**src/rtl/hd44780_refresh_seq.sv**
```systemverilog
// Drives one full clock-line refresh (address, HH:MM:SS, A/P) through the
// HD44780 formatter, handing each formatted byte to the LCD driver via valid/ready.
//
// state | meaning
// IDLE  | waiting for a start request or a pending restart
// ISSUE | one-cycle formatter enable with the current item's fields
// WRITE | write valid held until the LCD driver accepts the byte
// DONE  | one-cycle completion pulse
module hd44780_refresh_seq #(
  parameter logic       LINE = 1'b0,
  parameter logic [3:0] COL  = 4'h4
) (
  input  logic        i_clk,
  input  logic        i_rst,
  input  logic        i_start,
  input  logic [23:0] i_time,
  input  logic        i_pm,
  output logic        o_ena,
  output logic        o_data,
  output logic [1:0]  o_sel,
  output logic [3:0]  o_d,
  output logic        o_wr,
  output logic        o_rs,
  input  logic        i_ready,
  output logic        o_busy,
  output logic        o_done
);

  typedef enum logic [1:0] {
    S_IDLE,
    S_ISSUE,
    S_WRITE,
    S_DONE
  } state_t;

  state_t      state;
  state_t      state_nx;
  logic [3:0]  idx;
  logic        pending;
  logic [23:0] snap_time;
  logic        snap_pm;
  logic        item_data;
  logic [1:0]  item_sel;
  logic [3:0]  item_d;
  logic        hold_data;
  logic [1:0]  hold_sel;
  logic [3:0]  hold_d;
  logic        rs_q;
  logic        take;
  logic        last;

  assign take = (state == S_IDLE) && (i_start || pending);
  assign last = (idx == 4'd9);

  // 4'hA on a character item renders as ':' in the formatter
  always_comb begin
    item_data = 1'b1;
    item_sel  = 2'b00;
    item_d    = 4'h0;
    case (idx)
      4'd0: begin
        item_data = 1'b0;
        item_sel  = {1'b0, LINE};
        item_d    = COL;
      end
      4'd1:    item_d = snap_time[23:20];
      4'd2:    item_d = snap_time[19:16];
      4'd3:    item_d = 4'hA;
      4'd4:    item_d = snap_time[15:12];
      4'd5:    item_d = snap_time[11:8];
      4'd6:    item_d = 4'hA;
      4'd7:    item_d = snap_time[7:4];
      4'd8:    item_d = snap_time[3:0];
      default: begin
        item_sel = 2'b11;
        item_d   = {3'b000, snap_pm};
      end
    endcase
  end

  always_comb begin
    state_nx = state;
    o_ena    = 1'b0;
    o_wr     = 1'b0;
    o_done   = 1'b0;
    o_data   = hold_data;
    o_sel    = hold_sel;
    o_d      = hold_d;
    case (state)
      S_IDLE: begin
        if (take) state_nx = S_ISSUE;
      end
      S_ISSUE: begin
        o_ena    = 1'b1;
        o_data   = item_data;
        o_sel    = item_sel;
        o_d      = item_d;
        state_nx = S_WRITE;
      end
      S_WRITE: begin
        o_wr = 1'b1;
        if (i_ready) state_nx = last ? S_DONE : S_ISSUE;
      end
      default: begin
        o_done   = 1'b1;
        state_nx = S_IDLE;
      end
    endcase
  end

  assign o_busy = (state != S_IDLE);
  assign o_rs   = rs_q;

  always_ff @(posedge i_clk) begin
    if (i_rst) begin
      state     <= S_IDLE;
      idx       <= 4'd0;
      pending   <= 1'b0;
      snap_time <= 24'h0;
      snap_pm   <= 1'b0;
      hold_data <= 1'b0;
      hold_sel  <= 2'b00;
      hold_d    <= 4'h0;
      rs_q      <= 1'b0;
    end else begin
      state <= state_nx;
      if (take) begin
        snap_time <= i_time;
        snap_pm   <= i_pm;
        pending   <= 1'b0;
        idx       <= 4'd0;
      end else if (i_start && state != S_IDLE) begin
        pending <= 1'b1;
      end
      if (state == S_ISSUE) begin
        hold_data <= item_data;
        hold_sel  <= item_sel;
        hold_d    <= item_d;
        rs_q      <= item_data;
      end
      if (state == S_WRITE && i_ready && !last) idx <= idx + 4'd1;
    end
  end

endmodule

```
**config.mk**
```make
export PLATFORM = sky130hd
export DESIGN_NAME = hd44780_refresh_seq
export DESIGN_NICKNAME = d
export VERILOG_FILES = /design/src/rtl/hd44780_refresh_seq.sv
export SDC_FILE = /design/constraint.sdc
export NUM_CORES = 1
export LEC_CHECK = 0
export BUFFER_PORTS_ARGS = -buffer_cell sky130_fd_sc_hd__clkbuf_2
export CAP_MARGIN = 20
export CORE_UTILIZATION = 45
export CTS_BUF_LIST = sky130_fd_sc_hd__clkbuf_4 sky130_fd_sc_hd__clkbuf_8 sky130_fd_sc_hd__clkbuf_16
export DETAILED_ROUTE_END_ITERATION = 16
export PLACE_DENSITY = 0.7
export SLEW_MARGIN = 20
export SYNTH_ARGS = -nofsm -noshare
export SYNTH_HDL_FRONTEND = slang
export SYNTH_SLANG_ARGS = --single-unit
```
**constraint.sdc**
```tcl
create_clock -name i_clk -period 2.07 [get_ports i_clk]
set_input_delay 0 -clock i_clk [delete_from_list [all_inputs] [get_ports i_clk]]
set_output_delay 0 -clock i_clk [all_outputs]
set_load 0.005 [all_outputs]
```
==> metrics.txt <==
actual transition at the worst max-transition pin about 0.84 ns; minimum clock period 1.97 ns; status completed; routability cong. 0.805; most used flip-flop cell after synthesis dfxtp_1; vias in the first global route between 1500 and 2000; n_diodes 0; Slew HR 0.439; syn_nets 265; share of layout cells above drive strength 1 0.239; via count roughly 1800; critical path cell sequence inv_1 -> ha_4 -> a22oi_1 -> a311oi_1 -> a211oi_2 -> a22oi_1 -> clkbuf_2; total gr overflow 0; clock skew 0.00590 ns; wire per inst 13.1 µm; largest net degree at the start of global routing 42; critical path type register to primary output; CTS sink cnt 40; worst vdd ir ~0.36 mV; CTS Buffer Depth 2; row count 23; Total Power about 0.0017 W; post-route ant nets 0; gr usage total 0.216; Die Wd 66.5 µm; Synth area leaders dfxtp_1 43%, nand2_1 12%, a21oi_1 9.1%, ha_1 3.3%, buf_2 2.1%; Setup crit end kind primary output; syn_area_per_cell 8.09 µm²; synth warn 0; R2R Path Start idx[1]$_SDFFE_PP0P_; H-tree level count 2; class of the worst hold path input port to register; Num CTS Buffers 5; Clock Tree Root clkbuf_8; total of max-cap violations 0; number of vias per cell between 5 and 6; Worst path top cell family by delay compound AO/OA/AOI/OAI gates; multi-input logic area between 1000 and 1500 µm²; Yosys top cell by area dfxtp_1; Die Footprint 4420 µm²; Filler cells 350; PwrDens a little under 700 nW/µm²; Startpoint Class register; first-pass GRT wire length 7050 µm; Yosys top cell area share 0.428; Starting Density 0.467; initial DRC count 56; HPWL Detailed 2840 µm; FMAX approximately 510 MHz; setup violators final 0; Post-Route WL roughly 4400 µm; CP max-delay cell a311oi_1; Detailed Routing Iterations Pass 1 5; Tcrit/Tclk final 0.950; fin nets ~320; Die H 66.5 µm; Final Hold Fails 0; Post-synth ARST share 0; Most common cell on crit path a22oi_1; Cell Area, Synth 1870 µm²; Worst-Skew Late Latency between 0.2 and 0.3 ns; max-slew violation count 0; Reg area 806 µm²; Top Ports 41; clk slew on worst S/H paths 0.08 ns; Core ar. 4000 µm²; port buffer count 40; EDFF count, synth 0; initial antenna violation count 0; slowest cell delay on critical path 0.38 ns; CP required a little over 2 ns; Fin Setup TNS 0 ns; CP Max Fanout 9; Lkg Pwr 0.997 nW; Worst Path Buf+Inv 2; Area Growth Syn to Fin 32.4%; drt drc 0; CTS tree done; worst path arrival time 1.97 ns; FF+latch count, synth 40; Hold Startpoint i_start; CP Launch Point idx[1]$_SDFFE_PP0P_; Cell variety after synth 42; unrepaired setup endpoints after global routing no; flop-to-flop setup slack ~0.35 ns; Seq/Total Area, Yosys 0.428; Post-Syn Instances 231
[per-layer routing]
layer / up-vias / GRT usage / part of all wire / wire, µm
li1: 915 / - / - / -
met5: - / 0 / 0 / 0
met1: 830 / 0.255 / 0.45 / 1980
met4: 0 / 0.0745 / 0.017 / 76
met2: 44 / 0.371 / 0.50 / 2200
met3: 8 / 0.0599 / 0.040 / 178
[layout by cell type, fill, tap and decap left out, types with 4 or more instances in the layout]
cell and count:
dlygate4sd3_1 25, nand3_1 7, a22oi_1 4, dfxtp_1 38
a21oi_1 33, inv_1 6, nand2_1 61, nor2b_1 4
nor2_1 8, clkbuf_8 7, clkbuf_2 40
[kinds of logic after synthesis]
group | share of synthesized area
simple gates | 0.247
compound gates | 0.228
flops | 0.428
buf+inv | 0.0576
fa+ha+maj | 0.0335
mux | 0.00535
[power breakdown]
group	internal, W	switching (W)	total (W)
clock network	0.000297	0.000256	0.000553
registers	0.000824	0.0000354	0.000860
logic	0.000141	0.000158	0.000299
total	0.00126	0.000450	0.00171
[tightest hold or removal path, delay by kind of cell]
family	cells	cell delay, ns
and+or+nand+nor	2	0.18
buffers and inverters	1	0.10
[area by class of cell]
type / instances / share of cell area
Tap cell: 50 / 0.0253
Timing Repair Buffer: 67 / 0.188
Sequential cell: 40 / 0.326
Multi-Input combinational cell: 168 / 0.412
Clock buffer: 7 / 0.0389
Inverter: 7 / 0.0106
[flip-flops by register name, indices dropped and copies added, names as in the netlist]
| signal | flops |
|---|---|
| hold_data | 1 |
| idx | 4 |
| hold_sel | 2 |
| snap_pm | 1 |
| snap_time | 24 |
| o_rs | 1 |
| pending | 1 |
| state | 2 |
| hold_d | 4 |
[cell usage after synthesis, types with 2 or more instances]
cell type and n:
a211oi_1 5, a21oi_1 34, a221oi_1 2, a22oi_1 4, a311oi_1 2, a31oi_1 2, and2_1 2, buf_2 8
buf_4 3, clkbuf_1 5, dfxtp_1 40, ha_1 5, inv_1 6, nand2_1 61, nand3_1 7, nand3b_1 3
nand4_1 2, nor2_1 8, nor2b_1 4, nor3_1 3, o21a_1 2, o21ai_0 3
[per-stage QoR]
step	setup slack, ns	std cells	instance area (µm²)	utilization	hold WS, ns
detailed placement	0.211	307	2070	0.517	0.227
global placement	0.271	307	2070	0.517	0.226
floorplan	0.422	231	1870	-	0.136
CTS	0.0518	339	2430	0.609	0.0361
global route	0.0155	339	2470	0.619	0.0726
finish	0.104	339	2470	0.619	0.0327
[path summary, 6_finish.rpt]
kind	to	cells past startpoint
min	pending$_SDFFE_PP0P_	3
min reg2reg	snap_time[11]$_SDFFE_PP0P_	2
max reg2reg	hold_d[1]$_SDFF_PP0_	6
max	o_d[1]	7
[what timing repair did]
action,in CTS,in global routing
gates cloned,0,0
setup endpoints to repair,3,3
hold endpoints to repair,25,0
hold buffers,25,0
resized for setup,6,7
pin swaps,0,4
buffers inserted,0,0
(Power assumes the default switching activity.)
